## src/rtl/fft_pkg.sv

```systemverilog
// Shared FFT definitions: frame geometry, complex sample type and the UART receiver state encoding.
// The receiver gains a PARITY state when FFT_UART_PARITY_EN is defined.
package fft_pkg;
    localparam int SAMPLE_W        = 9;
    localparam int N_POINTS        = 8;
    localparam int BYTES_PER_FRAME = 2 * N_POINTS;
    localparam int FRAME_W         = 2 * SAMPLE_W * N_POINTS;

    // re occupies the upper half so sample k lands at [18k+17:18k+9] in a packed frame
    typedef struct packed {
        logic [SAMPLE_W-1:0] re;
        logic [SAMPLE_W-1:0] im;
    } complex_t;

    typedef enum logic [2:0] {
        RX_IDLE,
        RX_START,
        RX_DATA,
`ifdef FFT_UART_PARITY_EN
        RX_PARITY,
`endif
        RX_STOP,
        RX_BREAK
    } rx_state_t;

    function automatic logic [SAMPLE_W-1:0] sext8(input logic [7:0] b);
        return {{(SAMPLE_W-8){b[7]}}, b};
    endfunction
endpackage

```

## src/rtl/uart_rx_core.sv

```systemverilog
// UART receiver: 2-flop synchroniser and mid-bit sampling FSM, 8N1 or 8E1 when FFT_UART_PARITY_EN is defined.
// byte_stb / err_stb are single-cycle strobes coincident with the stop-bit mid-sample.
module uart_rx_core
    import fft_pkg::*;
#(
    parameter int CLKS_PER_BIT = 868
) (
    input  logic       clk,
    input  logic       rst,
    input  logic       uart_rxd,
    output logic [7:0] rx_byte,
    output logic       byte_stb,
    output logic       err_stb
);
    localparam int CNT_W = $clog2(CLKS_PER_BIT);
    localparam logic [CNT_W-1:0] HALF = CNT_W'(CLKS_PER_BIT / 2 - 1);
    localparam logic [CNT_W-1:0] FULL = CNT_W'(CLKS_PER_BIT - 1);

    logic             rxd_meta, rxd_sync;
    rx_state_t        state, state_d;
    logic [CNT_W-1:0] cnt, cnt_d;
    logic [2:0]       bit_idx, bit_d;
    logic [7:0]       shreg, sh_d;
    logic             perr, perr_d;

    always_ff @(posedge clk or negedge rst) begin
        if (!rst) begin
            rxd_meta <= 1'b1;
            rxd_sync <= 1'b1;
            state    <= RX_IDLE;
            cnt      <= '0;
            bit_idx  <= '0;
            shreg    <= '0;
            perr     <= 1'b0;
        end else begin
            rxd_meta <= uart_rxd;
            rxd_sync <= rxd_meta;
            state    <= state_d;
            cnt      <= cnt_d;
            bit_idx  <= bit_d;
            shreg    <= sh_d;
            perr     <= perr_d;
        end
    end

    always_comb begin
        state_d  = state;
        cnt_d    = cnt + 1'b1;
        bit_d    = bit_idx;
        sh_d     = shreg;
        perr_d   = perr;
        byte_stb = 1'b0;
        err_stb  = 1'b0;
        case (state)
            RX_IDLE: begin
                cnt_d = '0;
                if (!rxd_sync) state_d = RX_START;
            end
            RX_START: begin
                if (cnt == HALF) begin
                    cnt_d   = '0;
                    bit_d   = '0;
                    perr_d  = 1'b0;
                    state_d = rxd_sync ? RX_IDLE : RX_DATA;
                end
            end
            RX_DATA: begin
                if (cnt == FULL) begin
                    cnt_d = '0;
                    sh_d  = {rxd_sync, shreg[7:1]};
                    bit_d = bit_idx + 3'd1;
                    if (bit_idx == 3'd7) begin
`ifdef FFT_UART_PARITY_EN
                        state_d = RX_PARITY;
`else
                        state_d = RX_STOP;
`endif
                    end
                end
            end
`ifdef FFT_UART_PARITY_EN
            RX_PARITY: begin
                if (cnt == FULL) begin
                    cnt_d   = '0;
                    perr_d  = ^{shreg, rxd_sync};
                    state_d = RX_STOP;
                end
            end
`endif
            RX_STOP: begin
                if (cnt == FULL) begin
                    cnt_d = '0;
                    if (rxd_sync && !perr) begin
                        byte_stb = 1'b1;
                        state_d  = RX_IDLE;
                    end else begin
                        err_stb = 1'b1;
                        // a low stop bit may be a break; hold off until the line idles
                        state_d = rxd_sync ? RX_IDLE : RX_BREAK;
                    end
                end
            end
            RX_BREAK: begin
                cnt_d = '0;
                if (rxd_sync) state_d = RX_IDLE;
            end
            default: state_d = RX_IDLE;
        endcase
    end

    assign rx_byte = shreg;
endmodule

```

## src/rtl/fft_sample_loader.sv

```systemverilog
// UART-fed frame assembler for the 8-point FFT: 16 signed bytes -> one 144-bit frame on valid/ready.
// Define FFT_UART_PARITY_EN to receive 8E1 instead of 8N1.
module fft_sample_loader
    import fft_pkg::*;
#(
    parameter int CLKS_PER_BIT = 868
) (
    input  logic               clk,
    input  logic               rst,
    input  logic               uart_rxd,
    output logic [FRAME_W-1:0] frame_data,
    output logic               frame_valid,
    input  logic               frame_ready,
    output logic               rx_err,
    output logic               overflow
);
    localparam int IDX_W = $clog2(BYTES_PER_FRAME);
    localparam logic [IDX_W-1:0] LAST_IDX = IDX_W'(BYTES_PER_FRAME - 1);

    logic [7:0]                  rx_byte;
    logic                        byte_stb, err_stb;
    logic [IDX_W-1:0]            idx;
    logic [IDX_W-2:0]            slot;
    complex_t [N_POINTS-1:0]     asm_q, asm_d, frame_q;
    logic                        frame_done, accept;

    uart_rx_core #(.CLKS_PER_BIT(CLKS_PER_BIT)) u_rx (
        .clk      (clk),
        .rst      (rst),
        .uart_rxd (uart_rxd),
        .rx_byte  (rx_byte),
        .byte_stb (byte_stb),
        .err_stb  (err_stb)
    );

    assign slot       = idx[IDX_W-1:1];
    assign frame_done = byte_stb && (idx == LAST_IDX);
    assign accept     = frame_valid && frame_ready;

    // asm_d carries the incoming byte so the last byte transfers on its own strobe edge
    always_comb begin
        asm_d = asm_q;
        if (byte_stb) begin
            if (idx[0]) asm_d[slot].im = sext8(rx_byte);
            else        asm_d[slot].re = sext8(rx_byte);
        end
    end

    always_ff @(posedge clk or negedge rst) begin
        if (!rst) begin
            asm_q       <= '0;
            idx         <= '0;
            frame_q     <= '0;
            frame_valid <= 1'b0;
            rx_err      <= 1'b0;
            overflow    <= 1'b0;
        end else begin
            rx_err   <= err_stb;
            overflow <= frame_done && frame_valid && !frame_ready;
            if (byte_stb) begin
                asm_q <= asm_d;
                idx   <= (idx == LAST_IDX) ? '0 : idx + 1'b1;
            end
            if (frame_done && (!frame_valid || frame_ready)) begin
                frame_q     <= asm_d;
                frame_valid <= 1'b1;
            end else if (accept) begin
                frame_valid <= 1'b0;
            end
        end
    end

    assign frame_data = frame_q;
endmodule

```

## config.mk

```make
export PLATFORM = sky130hd
export DESIGN_NAME = fft_sample_loader
export DESIGN_NICKNAME = d
export VERILOG_FILES = /design/src/rtl/fft_pkg.sv /design/src/rtl/uart_rx_core.sv /design/src/rtl/fft_sample_loader.sv
export SDC_FILE = /design/constraint.sdc
export NUM_CORES = 1
export LEC_CHECK = 0
export BUFFER_PORTS_ARGS = -buffer_cell sky130_fd_sc_hd__buf_2
export CAP_MARGIN = 15
export CORE_MARGIN = 1.5
export CORE_UTILIZATION = 38
export DETAILED_ROUTE_END_ITERATION = 10
export GPL_TIMING_DRIVEN = 0
export SYNTH_ARGS = -nofsm -noshare
export SYNTH_HDL_FRONTEND = slang
export SYNTH_SLANG_ARGS = --single-unit
```

## constraint.sdc

```tcl
create_clock -name clk -period 2.7 [get_ports clk]
set_clock_uncertainty 0.15 [all_clocks]
set_input_delay 0.27 -clock clk [delete_from_list [all_inputs] [get_ports clk]]
set_output_delay 0.27 -clock clk [all_outputs]
set_load 0.05 [all_outputs]
```

==> run metrics <==
HP Class=input pin to register; RSZ-0062 raised after global routing=true; clock-pin slew on the worst setup and hold paths=roughly 0.060 ns; top cells by count, synth=dfrtp_1, o21ai_0, mux2i_1; Ant. Diodes=0; critical path arrival=approximately 2.9 ns; total gr overflow=0; Global Route Usage Sum=a little over a fifth; Clock power frac=between 40% and 50%; Final Hold Violating Endpoints=0; CP cell instances=ha_4 -> or3b_1 -> buf_4 -> or4_1 -> buf_4 -> buf_6 -> o21ai_2 -> o21ai_0; most frequent cell after synthesis=dfrtp_1; Yosys top cell area share=just under 60%; first-pass GRT wire length=slightly above 60000 µm; top routing layer used=met4; DRT Pass-1 Iters=7; switching share of total power=approximately a fifth; fin area=about 17000 µm²; wire length per cell=21.1 µm; sequential cell area fraction in the yosys report=about three fifths; initial DRC count=roughly 730; die width=194 µm; syn nets=1210; period utilization=a little over nine tenths; R2R depth=8; CP required=about 3 ns; area delta synth->final=20.7%; FF+latch count, synth=321; Hold EP=overflow; DRT met1 WL=~19000 µm; Hold Path Depth=3; final WL=about 40000 µm; setup violators final=0; register-to-register setup slack=~0.082 ns; Post-DP Area=approximately 15000 µm²; worst r2r src=u_rx.cnt[1]; detailed placement HPWL=approximately 27000 µm; Startpoint Class=register; antenna violations before repair=0; cell accounting for the most synthesized area=dfrtp_1; Syn. warnings=0; Comb power frac=1.1%; Async SR Flop Fraction=between 90% and 100%; routed vias=approximately 10000; status=complete, but fails checks; failing checks=DRC; Post-synth EDFFs=0; Slew Limit Fails=0; drt via density=about 5.4; Max Buffers Root-to-Sink=3; Reg-to-Reg End=frame_data[54]; core area=roughly 36000 µm²; routed wl met2=18000 µm; number of buffers added on ports=150; CTS tree=done; placed cell count=about 1800; clk root buf=clkbuf_16; Sw Pwr=approximately 0.002 W; nets=roughly 1400; Synth cell types=55; filler instances=roughly 3300; clk_lat worst skew=roughly 0.53 ns; Die Y=slightly below 200 µm; Setup CP Type=register to register; Area contributors post-synth=dfrtp_1, o21ai_0, mux2_2; die area=about 37000 µm²; Sink Count=about 320; Final Instance Count excl. Fillers=approximately 1900; share of post-route cells with drive strength above 1=approximately 28%; Post-Syn Area=~14000 µm²; GP Congestion=around 0.83; VDD IR max=around 0.33 mV; slowest stage cell, crit path=or4_1; CP endpoint kind=register; CP dominant cell by count=buf_4; hold slack=0.0690 ns; max-cap violations=0; most common flop cell mapped by yosys=dfrtp_1; routed wl met3=about 2200 µm; relative slew slack=31.2%; Avg Inst Size Synth=~11 µm²; Row Count=69; hold wc startpoint=frame_ready; setup TNS=0 ns; Syn Inst Count=1201; minimum clock period=between 2 and 3 ns; slew of the pin with the lowest slew margin=around 1.0 ns; f_max=about 380 MHz; number of global-route vias before repair=~10000; I/O pins=around 150; crit-path max FO=10; CP top delay family=simple AND/OR/NAND/NOR gates; internal power=a little under 0.008 W; # DRC=10; largest net degree at the start of global routing=between 100 and 150; max incr delay on CP=approximately 0.50 ns; cts bufs inserted=37; Power Dens Cells=between 500 and 600 nW/µm²; worst path buffer plus inverter count=3; htree depth=2; Routed Antenna Nets=0; P_leak=around 8.1 nW; Seq pwr share=49.0%; Final Util=between 40 and 50%; Initial Util=38.7%
how the worst max path moves through the flow:
stage / from / to / slack [ns] / depth (start not counted)
after global placement: rst / frame_data[31] / -4.97 / 1
after CTS: idx[0] / asm_q[100] / 0.02 / 6
after floorplan: u_rx.cnt[0] / asm_q[118] / 0.30 / 8
after detailed placement: u_rx.cnt[0] / asm_q[140] / -0.71 / 6
final: u_rx.cnt[1] / frame_data[54] / 0.08 / 8
after global routing: u_rx.cnt[1] / frame_data[59] / -0.007 / 8
state kept, by name (all words and copies together), names as in the netlist:
| register | flops |
|---|---|
| u_rx.rxd_sync | 1 |
| frame_data | 144 |
| frame_valid | 1 |
| asm_q | 144 |
| u_rx.rxd_meta | 1 |
| u_rx.bit_idx | 3 |
| overflow | 1 |
| u_rx.state | 3 |
| rx_err | 1 |
| idx | 4 |
| u_rx.rx_byte | 8 |
| u_rx.cnt | 10 |
layer usage:
metal  track usage [%]  vias up
met4              6.47        0
li1                  -     4679
met3              3.28       70
met1              30.5     5208
met5                 0        -
met2              33.2      293
layout make-up:
type                    count  area [µm²]  share of cell area (%)
flip-flops and latches    321        8040                    48.3
plain buffers             108         487                    2.92
inverters                   3        11.3                  0.0676
clock inverters             9         111                   0.669
multi-input cells         769        5390                    32.4
clock buffers              53        1080                    6.47
repair buffers            163         961                    5.77
well taps                 461         577                    3.46
power by group through the flow:
stage | registers, W | clock network (W) | logic [W]
global route | 0.00481 | 0.00518 | 0.000133
detailed placement | 0.00490 | 0 | 0.000118
floorplan | 0.00490 | 0 | 0.000000577
global placement | 0.00490 | 0 | 0.0000996
finish | 0.00482 | 0.00490 | 0.000113
CTS | 0.00482 | 0.00499 | 0.000120
stage by stage:
stage | total power [W] | setup slack (ns)
final | 0.00983 | 0.0819
after global routing | 0.0101 | -0.00746
after CTS | 0.00992 | 0.0150
after detailed placement | 0.00502 | -0.710
after global placement | 0.00500 | -4.97
after floorplan | 0.00490 | 0.303
what timing repair did:
| item | in CTS | in global routing |
|---|---|---|
| resized for setup | 13 | 24 |
| pin swaps | 1 | 1 |
| cloned | 0 | 0 |
| endpoints found under the hold margin | 131 | 0 |
| setup buffers | 6 | 2 |
| endpoints found under the setup margin | 201 | 268 |
| hold buffers | 2 | 0 |
cells in the final DEF, fill, tap and decap left out, drive strengths merged, types with 4 or more instances in the layout:
cell    instances
a21oi          16
nand2          84
clkbuf        137
mux2          106
nand4b          4
nand3          37
nand4           6
nor2           22
mux2i         102
xnor2           5
a31oi           8
dfrtp         319
nor3            5
o21ai         315
ha              5
nor3b           8
nor4            5
xor2            5
clkinv          5
buf           185
nand2b          4
tightest hold or removal path, delay by kind of cell:
family        cells  cell delay, ns
buf+inv           1            0.07
simple gates      2            0.33
cells by family after synthesis:
family          synth area share (%)
flops                           58.2
buf+inv                         3.48
compound gates                  13.5
simple gates                    7.45
fa+ha+maj                      0.453
mux                             16.2
xor+xnor                       0.635
No activity file was read; power rests on OpenSTA's default activity.
